[config.mk]
export PLATFORM = sky130hd
export DESIGN_NAME = score_event_pacer
export DESIGN_NICKNAME = d
export VERILOG_FILES = /design/src/rtl/score_event_pacer.sv
export SDC_FILE = /design/constraint.sdc
export NUM_CORES = 1
export LEC_CHECK = 0
export CORE_MARGIN = 3
export CORE_UTILIZATION = 58
export CTS_BUF_LIST = sky130_fd_sc_hd__clkbuf_16
export DETAILED_ROUTE_END_ITERATION = 12
export PLACE_DENSITY = 0.84
export SYNTH_ARGS = -nofsm -noshare
export SYNTH_HDL_FRONTEND = slang
export SYNTH_SLANG_ARGS = --single-unit
[constraint.sdc]
create_clock -name CLK_50M -period 5.9 [get_ports CLK_50M]
set_clock_uncertainty 0.2 [all_clocks]
set_input_delay 1.18 -clock CLK_50M [delete_from_list [all_inputs] [get_ports CLK_50M]]
set_output_delay 1.18 -clock CLK_50M [all_outputs]
set_load 0.02 [all_outputs]
[src/rtl/score_event_pacer.sv]
// score_event_pacer: queues multi-point hit events from the game logic and
// replays them as evenly paced add_cube pulses (HIGH_CYC high, LOW_CYC low)
// so the downstream score display's edge detector counts each point once.
// Optional build macro PACE_STAT_EN adds the drop_cnt statistics output.
module score_event_pacer #(
  parameter int PEND_W   = 4,
  parameter int HIGH_CYC = 4,
  parameter int LOW_CYC  = 4
) (
  input  logic              CLK_50M,
  input  logic              RST,
  input  logic              hit_valid,
  input  logic [2:0]        hit_count,
  input  logic              clear,
  output logic              add_cube,
  output logic              busy,
  output logic [PEND_W-1:0] pending,
  output logic              overflow
`ifdef PACE_STAT_EN
  ,
  output logic [7:0]        drop_cnt
`endif
);

  localparam int MAX_PEND = (1 << PEND_W) - 1;
  localparam int SUM_W    = PEND_W + 2;
  localparam int PH_MAX   = (HIGH_CYC > LOW_CYC) ? HIGH_CYC : LOW_CYC;
  localparam int PH_W     = (PH_MAX > 1) ? $clog2(PH_MAX) : 1;

  localparam logic [PH_W-1:0]  HIGH_LAST = PH_W'(HIGH_CYC - 1);
  localparam logic [PH_W-1:0]  LOW_LAST  = PH_W'(LOW_CYC - 1);
  localparam logic [SUM_W-1:0] MAX_SUM   = SUM_W'(MAX_PEND);

  typedef enum logic [1:0] {
    ST_IDLE,
    ST_HIGH,
    ST_LOW
  } state_t;

  state_t             state_q, state_d;
  logic [PH_W-1:0]    phase_q, phase_d;
  logic [PEND_W-1:0]  pending_d;
  logic               overflow_d;
  logic               add_cube_d;
  logic               busy_d;
  logic               start;
  logic [SUM_W-1:0]   inc;
  logic [SUM_W-1:0]   avail;
  logic [SUM_W-1:0]   next_sum;
  logic               saturate;
`ifdef PACE_STAT_EN
  logic [8:0]         drop_sum;
  logic [7:0]         drop_cnt_d;
`endif

  // Next-state logic: pulse pacing, queue arithmetic with saturation, and the
  // registered status outputs derived from the state being entered.
  always_comb begin
    state_d    = state_q;
    phase_d    = phase_q;
    start      = 1'b0;
    pending_d  = pending;
    overflow_d = overflow;

    // A strobe coinciding with clear is discarded, and clear empties the queue,
    // so nothing is available to start while clear is high.
    inc   = (hit_valid && !clear) ? SUM_W'(hit_count) : '0;
    avail = clear ? '0 : (SUM_W'(pending) + inc);

    case (state_q)
      ST_IDLE: begin
        if (avail != '0) begin
          start   = 1'b1;
          state_d = ST_HIGH;
          phase_d = '0;
        end
      end
      ST_HIGH: begin
        // clear cuts the pulse short but still enters a full low phase.
        if (clear || (phase_q == HIGH_LAST)) begin
          state_d = ST_LOW;
          phase_d = '0;
        end else begin
          phase_d = phase_q + PH_W'(1);
        end
      end
      ST_LOW: begin
        if (phase_q == LOW_LAST) begin
          phase_d = '0;
          if (avail != '0) begin
            start   = 1'b1;
            state_d = ST_HIGH;
          end else begin
            state_d = ST_IDLE;
          end
        end else begin
          phase_d = phase_q + PH_W'(1);
        end
      end
      default: begin
        state_d = ST_IDLE;
        phase_d = '0;
      end
    endcase

    next_sum = avail - (start ? SUM_W'(1) : '0);
    saturate = !clear && (next_sum > MAX_SUM);

    if (clear) begin
      pending_d  = '0;
      overflow_d = 1'b0;
    end else if (saturate) begin
      pending_d  = PEND_W'(MAX_PEND);
      overflow_d = 1'b1;
    end else begin
      pending_d  = next_sum[PEND_W-1:0];
    end

    add_cube_d = (state_d == ST_HIGH);
    busy_d     = (state_d != ST_IDLE) || (pending_d != '0);

`ifdef PACE_STAT_EN
    drop_sum   = {1'b0, drop_cnt} + 9'(next_sum - MAX_SUM);
    drop_cnt_d = drop_cnt;
    if (clear) begin
      drop_cnt_d = '0;
    end else if (saturate) begin
      drop_cnt_d = drop_sum[8] ? 8'hFF : drop_sum[7:0];
    end
`endif
  end

  // State and output registers; reset cuts any pulse in progress immediately.
  always_ff @(posedge CLK_50M or posedge RST) begin
    if (RST) begin
      state_q  <= ST_IDLE;
      phase_q  <= '0;
      add_cube <= 1'b0;
      busy     <= 1'b0;
      pending  <= '0;
      overflow <= 1'b0;
`ifdef PACE_STAT_EN
      drop_cnt <= '0;
`endif
    end else begin
      state_q  <= state_d;
      phase_q  <= phase_d;
      add_cube <= add_cube_d;
      busy     <= busy_d;
      pending  <= pending_d;
      overflow <= overflow_d;
`ifdef PACE_STAT_EN
      drop_cnt <= drop_cnt_d;
`endif
    end
  end

endmodule

==> out/qor.txt, run 1 <==
CLOCKING
------------------------------------------------------------------------------------
Number of instances resized during post-cts repair                                 0
Worst-case clock buffer depth                                                      2
CTS root buffer                                                            clkbuf_16
Number of buffers created by CTS                                                   3
Clock insertion delay at the later pin of the skew report                    0.24 ns
CTS tree                                                                       built
Sink Count                                                                        11
Clock transition at path regs                                                0.04 ns
Hold_buf cts                                                                       0
CTS HTree Levels                                                                   1
Count of buffers added by post-CTS timing repair for setup                         0

LAYOUT
------------------------------------------------------------------------------------
Area Growth Syn to Fin                                                         18.8%
Number of diodes added for antenna fixing                                          0
Cell area after layout                                                  0.00122 mm^2
Post-layout net count                                                            140
Fraction of layout cells with a size suffix above 1                            0.157

DETAILED ROUTING
------------------------------------------------------------------------------------
Via/cell ratio                                                                  5.72
Wire length per cell                                                         14.6 um
First-pass iteration count of the detailed router                                  4
Drt first-iter violations                                                         28
Remaining routing DRC violations                                                   0
Count of antenna-violating nets left after detailed routing                        0
Vias after detailed routing                                                      830
Drt total wl                                                                 2120 um

SETUP PATH
------------------------------------------------------------------------------------
Worst path required time                                                     5.81 ns
Type of element capturing the critical path                                 register
Maximum fanout count along the critical path                                       6
Critical path data arrival time                                              5.12 ns
Crit Path Category                                                      input pin to register
Kind of start point of the critical path                                   input pin

POWER AND IR DROP
------------------------------------------------------------------------------------
PnR Total Power                                                               598 uW
Power density normalized to cell area                                    490 mW/mm^2
Leakage power                                                               0.579 nW
Worst vdd ir                                                                0.239 mV

SYNTH
------------------------------------------------------------------------------------
Number of enable flip-flop cells after synthesis                                   0
Fraction of the yosys area taken by sequential cells                           0.268
Synth unique cells                                                                44
Synthesis-stage register bit count                                                11
Synthesis Warnings                                                                 0
Gate count after technology mapping                                              107
Share of flip-flops with an asynchronous set or reset after synthesis           1.00
Summed instance area of the synthesized netlist                         0.00103 mm^2
Post-synth net total                                                             125
Most used flip-flop cell after synthesis                                     dfrtp_1
Mapped Avg Cell Area                                                       9.60 um^2

GLOBAL ROUTING
------------------------------------------------------------------------------------
Vias in the first global route                                                   754
Largest net degree at the start of global routing                                 19
Antenna violations before repair                                                   0
Aggregate global-route resource usage                                          0.214
Wire length of the first global-routing pass                                 3410 um
Sum of overflow across all layers after global routing                             0

DIE
------------------------------------------------------------------------------------
Die Y                                                                        48.1 um
FP Rows                                                                           14
Floorplan Core Area                                                     0.00159 mm^2
Die span in x                                                                48.1 um
Die outline area                                                        0.00231 mm^2
Number of top-level design ports                                                  14
Effective utilization at floorplan                                             0.644

TIMING
------------------------------------------------------------------------------------
Total count of max-transition violations in the final report                       0
Final clock period utilization by the worst path                               0.883
Achievable frequency                                                         192 MHz
Count of final setup violators                                                     0
Unrepaired setup endpoints after global routing                                false
Minimum period implied by the final worst setup slack                        5.21 ns
Rel. slew slack                                                                0.708
Transition time at the pin with the least slew margin                       0.438 ns
Final total negative setup slack                                                0 ns
Count of endpoints failing hold in the final timing report                         0

PLACE
------------------------------------------------------------------------------------
DP Area                                                                 0.00114 mm^2
Final weighted congestion in routability-driven placement                      0.763
Detail Placement HPWL                                                        1510 um
IO Port Bufs                                                                      13

RUN
------------------------------------------------------------------------------------
Maxcap violations                                                                  0

STATUS
------------------------------------------------------------------------------------
Run status                                                                 completed

WORST HOLD PATH
------------------------------------------------------------------------------------
Worst hold-check path type                                              register to register

worst max-delay path: stages:
cell and delay, ns:
clkdlybuf4s50_1 0.47, nor2b_1 0.19, and2_1 0.16, ha_1 0.19, inv_1 0.07, fa_1 0.47, nand2b_1 0.24, nor2_1 0.11
a21oi_1 0.06, o41ai_2 0.29, inv_1 0.08, ha_1 0.24, ha_1 0.27, or2_2 0.29, o221a_2 0.14, nand4_1 0.10
and3_4 0.22, nor4b_4 0.21, o221ai_2 0.13
where the power goes:
part,total [mW],switching (mW),internal (mW)
logic,0.344,0.181,0.162
registers,0.132,0.0282,0.103
clock network,0.123,0.0338,0.0890
total,0.598,0.243,0.355
synth_stat cells, types with 2 or more instances:
| master | instances | area, um^2 |
|---|---|---|
| inv_1 | 13 | 48.8 |
| a21oi_1 | 11 | 55.1 |
| dfrtp_1 | 11 | 275 |
| ha_1 | 10 | 125 |
| nor2_1 | 6 | 22.5 |
| nor2b_1 | 5 | 31.3 |
| nand2_1 | 4 | 15.0 |
| o21ai_0 | 4 | 20.0 |
| a31oi_1 | 2 | 12.5 |
| and2_1 | 2 | 12.5 |
| clkbuf_8 | 2 | 27.5 |
| nand3_1 | 2 | 10.0 |
| o21a_1 | 2 | 15.0 |
| o221ai_2 | 2 | 30.0 |
| o22ai_1 | 2 | 12.5 |
metrics by stage:
stage	std cells	hold WS [ns]	utilization	setup WS [ns]
global placement	141	0.312	0.716	0.562
CTS	145	0.360	0.765	0.728
floorplan	107	0.302	-	1.09
global route	145	0.377	0.765	0.503
detailed placement	141	0.344	0.716	0.491
finish	145	0.362	0.765	0.691
path summary, 6_finish.rpt:
kind                                              from                     end  slack [ns]  cells past startpoint
worst min register to register  phase_q[0]$_DFFE_PP0P_  phase_q[0]$_DFFE_PP0P_        0.36                      1
min in group asynchronous                          RST    pending[3]$_DFF_PP0_        1.04                      2
worst max register to register    pending[0]$_DFF_PP0_          busy$_DFF_PP0_        2.08                     16
worst min-delay path            phase_q[0]$_DFFE_PP0P_  phase_q[0]$_DFFE_PP0P_        0.36                      1
max in group asynchronous                          RST  phase_q[0]$_DFFE_PP0P_        4.17                      2
worst max-delay path                             clear          busy$_DFF_PP0_        0.69                     19
per-layer routing:
metal / vias to the layer above / track usage / share of wire / routed length (um)
met4: 0 / 0.0806 / 0.021 / 44
met3: 5 / 0.0263 / 0.061 / 130
met2: 41 / 0.346 / 0.47 / 1000
li1: 409 / - / - / -
met1: 375 / 0.291 / 0.45 / 947
met5: - / 0 / 0 / 0
flip-flops by register name, indices dropped and copies added, names as in the netlist:
name / flops
phase_q: 2
busy: 1
overflow: 1
pending: 4
state_q: 2
add_cube: 1
layout by cell type (no fill, tap or decap), types with 2 or more instances in the layout:
master / instances
a21oi_1: 11
a31oi_1: 2
and2_1: 2
clkbuf_16: 3
clkdlybuf4s50_1: 13
dfrtp_1: 11
ha_1: 10
inv_1: 14
nand2_1: 4
nand3_1: 2
nor2_1: 6
nor2b_1: 5
o21a_1: 2
o21ai_0: 4
o221ai_2: 2
o22ai_1: 2
logic make-up (layout without fill, tap and decap cells):
group | Yosys count | in the layout | share of synthesized area
adder cells (fa/ha/maj) | 11 | 11 | 0.141
AND/OR/NAND/NOR | 28 | 28 | 0.174
multiplexers | 2 | 2 | 0.0244
AO/OA/AOI/OAI | 34 | 34 | 0.244
XOR/XNOR | 4 | 4 | 0.0487
flip-flops | 11 | 11 | 0.268
buffers and inverters | 17 | 31 | 0.0999
final cells by class:
type                    instances  area (um^2)
well taps                      24         30.0
clock buffers                   3         75.1
flip-flops and latches         11          275
inverters                      13         48.8
multi-input cells              79          649
repair buffers                 14          138
fillers                       111          374
clock inverters                 1         3.75
No activity file was read; power rests on OpenSTA's default activity.
==> run 2: changes to the inputs <==
CORE_ASPECT_RATIO = 1.75   (was unset)
CORE_UTILIZATION = 30   (was 58)
PLACE_DENSITY = unset   (was 0.84)
==> out/qor.txt, run 2 (synthesized netlist as in run 1, its figures left out) <==
STATUS
---------------------------------------------------------------------------
Run status                                                        completed

DIE
---------------------------------------------------------------------------
Die outline area                                               0.00419 mm^2   +81%
Die Y                                                               83.4 um   +73%
FP Rows                                                                  27   +13
Floorplan Core Area                                            0.00321 mm^2   +100%
Die span in x                                                       50.2 um   +4.5%
Effective utilization at floorplan                                    0.320   -0.324
Number of top-level design ports                                         14   unchanged

LAYOUT
---------------------------------------------------------------------------
Area Growth Syn to Fin                                                21.1%
Most common cell after layout, fill and taps aside                    inv_1
Number of non-filler instances in the completed layout                  164   +13%
Number of diodes added for antenna fixing                                 0   unchanged
Post-layout net count                                                   140   unchanged
Number of flip-flops under the largest register name                      4   unchanged
Filler cells                                                            332   +200%
Util after Layout                                                     0.388   -0.378
Register containing the most flip-flops in the final layout         pending
Most frequent cells in the layout                              inv_1, clkdlybuf4s50_1, a21oi_1, dfrtp_1, ha_1
Fraction of layout cells with a size suffix above 1                   0.157   unchanged
Registers with the highest flip-flop counts                    pending (4), phase_q (2), state_q (2)

POWER AND IR DROP
---------------------------------------------------------------------------
Sw Ratio                                                              0.406   -0.00121
Power density normalized to cell area                           479 mW/mm^2   -2.2%
Worst vdd ir                                                       0.263 mV   +10%
Net Sw Power                                                         242 uW   -0.62%
Internal power                                                       354 uW   -0.12%
Reg power frac                                                        0.221   about the same
Clk network pwr share                                                 0.202   -0.003
Portion of total power attributed to combinational logic              0.578   +0.003
Leakage power                                                      0.579 nW   unchanged

DETAILED ROUTING
---------------------------------------------------------------------------
Drt first-iter violations                                                 6   -79%
Remaining routing DRC violations                                          0   unchanged
Wire length per cell                                                13.5 um   -7.5%
First-pass iteration count of the detailed router                         4   unchanged
Via/cell ratio                                                         4.88   -15%
Count of antenna-violating nets left after detailed routing               0   unchanged
Drt total wl                                                        2220 um   +4.6%
Vias after detailed routing                                             801   -3.5%

CLOCKING
---------------------------------------------------------------------------
CTS root buffer                                                   clkbuf_16
Sink Count                                                               11   unchanged
Clock insertion delay at the later pin of the skew report           0.24 ns   about the same
CTS tree                                                              built
Clock transition at path regs                                       0.04 ns   about the same
Hold_buf cts                                                              0   unchanged
Worst-case clock buffer depth                                             2   unchanged
Number of instances resized during post-cts repair                        0   unchanged
Count of buffers added by post-CTS timing repair for setup                0   unchanged
Number of buffers created by CTS                                          3   unchanged
CTS HTree Levels                                                          1   unchanged

GLOBAL ROUTING
---------------------------------------------------------------------------
Antenna violations before repair                                          0   unchanged
Aggregate global-route resource usage                                 0.119   -0.0951
Largest net degree at the start of global routing                        19   unchanged
Wire length of the first global-routing pass                        3830 um   +12%
Vias in the first global route                                          865   +15%
Sum of overflow across all layers after global routing                    0   unchanged

PLACE
---------------------------------------------------------------------------
IO Port Bufs                                                             13   unchanged
Detail Placement HPWL                                               1830 um   +21%
Final weighted congestion in routability-driven placement             0.853   +12%
Post-Place Cells                                                        160   +13%

SETUP PATH
---------------------------------------------------------------------------
Reg-to-reg slack, setup                                             2.16 ns   +0.08 ns
Critical path data arrival time                                     5.06 ns   -0.06 ns
Crit Path Category                                             input pin to register
Type of element capturing the critical path                        register
Worst reg2reg startpoint                                       pending[0]$_DFF_PP0_
Capture point of the worst reg-to-reg path                     busy$_DFF_PP0_
Worst path required time                                            5.80 ns   about the same
First element of the critical path                                hit_valid
Maximum fanout count along the critical path                              6   unchanged
Kind of start point of the critical path                          input pin
Worst-case reg-to-reg path depth                                         16   unchanged
Critical Path Sink                                             busy$_DFF_PP0_

TIMING
---------------------------------------------------------------------------
Total count of max-transition violations in the final report              0   unchanged
Worst hold margin                                                  0.316 ns   -0.0459 ns
Final clock period utilization by the worst path                      0.874   -0.00876
Unrepaired setup endpoints after global routing                       false
Achievable frequency                                                194 MHz   +1.0%
Count of endpoints failing hold in the final timing report                0   unchanged
Rel. slew slack                                                       0.714   +0.00579
Count of final setup violators                                            0   unchanged
Final total negative setup slack                                       0 ns   unchanged
Transition time at the pin with the least slew margin              0.429 ns   -0.00868 ns
Minimum period implied by the final worst setup slack               5.16 ns   -0.0517 ns

RUN
---------------------------------------------------------------------------
Maxcap violations                                                         0   unchanged

WORST HOLD PATH
---------------------------------------------------------------------------
Worst hold-check path type                                     register to register

run 2: how the worst min path moves through the flow:
stage / cells after the start / start / end / slack [ns]
final: 2 / overflow$_DFFE_PP0P_ / overflow$_DFFE_PP0P_ / 0.32
after global routing: 2 / overflow$_DFFE_PP0P_ / overflow$_DFFE_PP0P_ / 0.35
after CTS: 2 / overflow$_DFFE_PP0P_ / overflow$_DFFE_PP0P_ / 0.32
after detailed placement: 2 / overflow$_DFFE_PP0P_ / overflow$_DFFE_PP0P_ / 0.32
after global placement: 2 / overflow$_DFFE_PP0P_ / overflow$_DFFE_PP0P_ / 0.31
after floorplan: 2 / phase_q[1]$_DFFE_PP0P_ / phase_q[1]$_DFFE_PP0P_ / 0.30
run 2: final cells by class:
class / count / area [um^2] / area share
timing repair buffer: 14 / 138 / 0.111
sequential: 11 / 275 / 0.221
clock inverter: 1 / 3.75 / 0.00302
multi-input combinational: 79 / 649 / 0.522
tap: 43 / 53.8 / 0.0433
clock buffer: 3 / 75.1 / 0.0604
inverter: 13 / 48.8 / 0.0392
run 2: critical path, stage by stage:
cell and delay, ns:
clkdlybuf4s50_1 0.49, nor2b_1 0.21, and2_1 0.16, ha_1 0.18, inv_1 0.06, fa_1 0.45
nand2b_1 0.23, nor2_1 0.11, a21oi_1 0.06, o41ai_2 0.27, inv_1 0.08, ha_1 0.23
ha_1 0.26, or2_2 0.28, o221a_2 0.14, nand4_1 0.09, and3_4 0.22, nor4b_4 0.21
o221ai_2 0.14
run 2: power by group through the flow:
stage	Sequential, mW	Clock (mW)	Combinational [mW]
after floorplan	0.143	0	0.256
after global placement	0.131	0	0.345
after detailed placement	0.133	0	0.344
after CTS	0.132	0.126	0.347
after global routing	0.136	0.131	0.379
final	0.132	0.120	0.345
run 2: stage by stage:
stage / power (mW) / worst slack [ns] / cell area, um^2
2_1_floorplan: 0.399 / 1.09 / 1030
5_1_grt: 0.646 / 0.427 / 1240
6_report: 0.596 / 0.743 / 1240
4_1_cts: 0.605 / 0.732 / 1240
3_5_place_dp: 0.477 / 0.481 / 1160
3_3_place_gp: 0.476 / 0.589 / 1160
run 2: metal layers:
| metal | global-route usage | vias to the layer above | wire, um |
|---|---|---|---|
| li1 | - | 406 | - |
| met1 | 0.111 | 389 | 745 |
| met2 | 0.238 | 6 | 1420 |
| met3 | 0.0377 | 0 | 50 |
| met4 | 0.0227 | 0 | 0 |
| met5 | 0 | - | 0 |
==> run 3: changes to the inputs <==
RECOVER_POWER = 50   (was unset)
==> out/qor.txt, run 3 (synthesized netlist as in run 1, its figures left out) <==
STATUS
---------------------------------------------------------------------------
Run status                                                        completed

GLOBAL ROUTING
---------------------------------------------------------------------------
Antenna violations before repair                                          0   unchanged
Vias in the first global route                                          865   unchanged
Aggregate global-route resource usage                                 0.119   unchanged
Largest net degree at the start of global routing                        19   unchanged
Sum of overflow across all layers after global routing                    0   unchanged
Wire length of the first global-routing pass                        3830 um   unchanged

LAYOUT
---------------------------------------------------------------------------
Register containing the most flip-flops in the final layout         pending
Most common cell after layout, fill and taps aside                    inv_1
Post-layout net count                                                   140   unchanged
Number of flip-flops under the largest register name                      4   unchanged
Most frequent cells in the layout                              inv_1, a21oi_1, dfrtp_1, ha_1, clkdlybuf4s50_1
Fraction of layout cells with a size suffix above 1                   0.157   unchanged
Multi-input logic area                                             649 um^2   unchanged
Number of diodes added for antenna fixing                                 0   unchanged
Filler cells                                                            332   unchanged
Registers with the highest flip-flop counts                    pending (4), phase_q (2), state_q (2)
Area Growth Syn to Fin                                                21.1%   unchanged
Register area                                                      275 um^2   unchanged

TIMING
---------------------------------------------------------------------------
Count of final setup violators                                            0   unchanged
Total count of max-transition violations in the final report              0   unchanged
Rel. slew slack                                                       0.714   unchanged
Final total negative setup slack                                       0 ns   unchanged
Count of endpoints failing hold in the final timing report                0   unchanged
Final Worst Setup Slack                                            0.743 ns   +0.0000260 ns
Achievable frequency                                                194 MHz   about the same
Final clock period utilization by the worst path                      0.874   about the same
Unrepaired setup endpoints after global routing                       false
Minimum period implied by the final worst setup slack               5.16 ns   -0.0000260 ns
Transition time at the pin with the least slew margin              0.429 ns   unchanged

DETAILED ROUTING
---------------------------------------------------------------------------
Drt total wl                                                        2220 um   about the same
Drt first-iter violations                                                 6   unchanged
Wire length per cell                                                13.5 um   about the same
Vias after detailed routing                                             801   unchanged
Met1 routed wirelength after detailed routing                        744 um   -0.13%
Met2 WL                                                             1420 um   unchanged
First-pass iteration count of the detailed router                         4   unchanged
Via/cell ratio                                                         4.88   unchanged
Count of antenna-violating nets left after detailed routing               0   unchanged
Remaining routing DRC violations                                          0   unchanged
Uppermost routed layer                                                 met3
Routed met3 length                                                    50 um   unchanged

SETUP PATH
---------------------------------------------------------------------------
Slowest cell on the critical path                              clkdlybuf4s50_1
Family with the most delay on the worst path                   simple AND/OR/NAND/NOR gates
Critical path depth in cells                                             19   unchanged
Series of cell instances along the critical path               clkdlybuf4s50_1 -> nor2b_1 -> and2_1 -> ha_1 -> inv_1 -> fa_1 -> nand2b_1 -> nor2_1 -> a21oi_1 -> o41ai_2 -> inv_1 -> ha_1 -> ha_1 -> or2_2 -> o221a_2 -> nand4_1 -> and3_4 -> nor4b_4 -> o221ai_2
Crit Path Category                                             input pin to register
Kind of start point of the critical path                          input pin
Type of element capturing the critical path                        register
CP dominant cell by count                                              ha_1
WP buf/inv                                                                3   unchanged
Maximum fanout count along the critical path                              6   unchanged
Worst-case reg-to-reg path depth                                         16   unchanged
Delay of the slowest cell on the worst path                         0.49 ns   about the same
Worst path required time                                            5.80 ns   about the same
Critical path data arrival time                                     5.06 ns   about the same

CLOCKING
---------------------------------------------------------------------------
Number of instances resized during post-cts repair                        0   unchanged
CTS HTree Levels                                                          1   unchanged
Clock insertion delay at the later pin of the skew report           0.24 ns   about the same
CTS tree                                                              built
Worst-case clock buffer depth                                             2   unchanged
Count of buffers added by post-CTS timing repair for setup                0   unchanged
Clock transition at path regs                                       0.04 ns   about the same
Hold_buf cts                                                              0   unchanged
CTS root buffer                                                   clkbuf_16
Sink Count                                                               11   unchanged
Number of buffers created by CTS                                          3   unchanged

PLACE
---------------------------------------------------------------------------
IO Port Bufs                                                             13   unchanged
Worst slack, placed                                                0.481 ns   unchanged
Detail Placement HPWL                                               1830 um   unchanged
Final weighted congestion in routability-driven placement             0.853   unchanged

WORST HOLD PATH
---------------------------------------------------------------------------
Worst hold-check path type                                     register to register
Hold-critical path depth                                                  2   unchanged

DIE
---------------------------------------------------------------------------
FP Rows                                                                  27   unchanged
Die outline area                                               0.00419 mm^2   unchanged
Die Y                                                               83.4 um   unchanged
Die span in x                                                       50.2 um   unchanged
Effective utilization at floorplan                                    0.320   unchanged
Floorplan Core Area                                            0.00321 mm^2   unchanged
Number of top-level design ports                                         14   unchanged

POWER AND IR DROP
---------------------------------------------------------------------------
Leakage power                                                      0.583 nW   +0.66%
Worst vdd ir                                                       0.258 mV   -2.1%
Power density normalized to cell area                           476 mW/mm^2   -0.64%

RUN
---------------------------------------------------------------------------
Maxcap violations                                                         0   unchanged

run 3: worst min-delay path: stages, from the launching register on:
cell     delay, ns
dfrtp_1       0.36
inv_1         0.05
a21oi_1       0.05
run 3: layout make-up:
| cell class | count | area share |
|---|---|---|
| timing repair buffer | 14 | 0.111 |
| tap | 43 | 0.0433 |
| inverter | 13 | 0.0392 |
| sequential | 11 | 0.221 |
| clock inverter | 1 | 0.00302 |
| clock buffer | 3 | 0.0604 |
| multi-input combinational | 79 | 0.522 |
run 3: report_power, final:
group / internal, mW / total [mW] / switching, mW
combinational: 0.159 / 0.341 / 0.182
clock: 0.0887 / 0.120 / 0.0314
sequential: 0.103 / 0.131 / 0.0276
total: 0.351 / 0.592 / 0.241
run 3: stage by stage:
stage,cells,area (um^2),power (mW),hold WS [ns],utilization
2_1_floorplan,107,1030,0.399,0.302,-
4_1_cts,164,1240,0.605,0.323,0.388
3_5_place_dp,160,1160,0.477,0.317,0.363
6_report,164,1240,0.592,0.312,0.388
3_3_place_gp,160,1160,0.476,0.311,0.363
5_1_grt,164,1240,0.643,0.341,0.388
run 3: per-layer routing:
metal,vias to the layer above,global-route usage
met1,389,0.111
met3,0,0.0377
met4,0,0.0227
li1,406,-
met5,-,0
met2,6,0.238
run 3: worst paths after layout:
path,endpoint,slack [ns],from
max in group asynchronous,busy$_DFF_PP0_,4.05,RST
hold reg to reg,overflow$_DFFE_PP0P_,0.31,overflow$_DFFE_PP0P_
min in group asynchronous,pending[3]$_DFF_PP0_,1.16,RST
setup reg to reg,busy$_DFF_PP0_,2.16,pending[0]$_DFF_PP0_
hold / removal,overflow$_DFFE_PP0P_,0.31,overflow$_DFFE_PP0P_
setup / recovery,busy$_DFF_PP0_,0.74,hit_valid
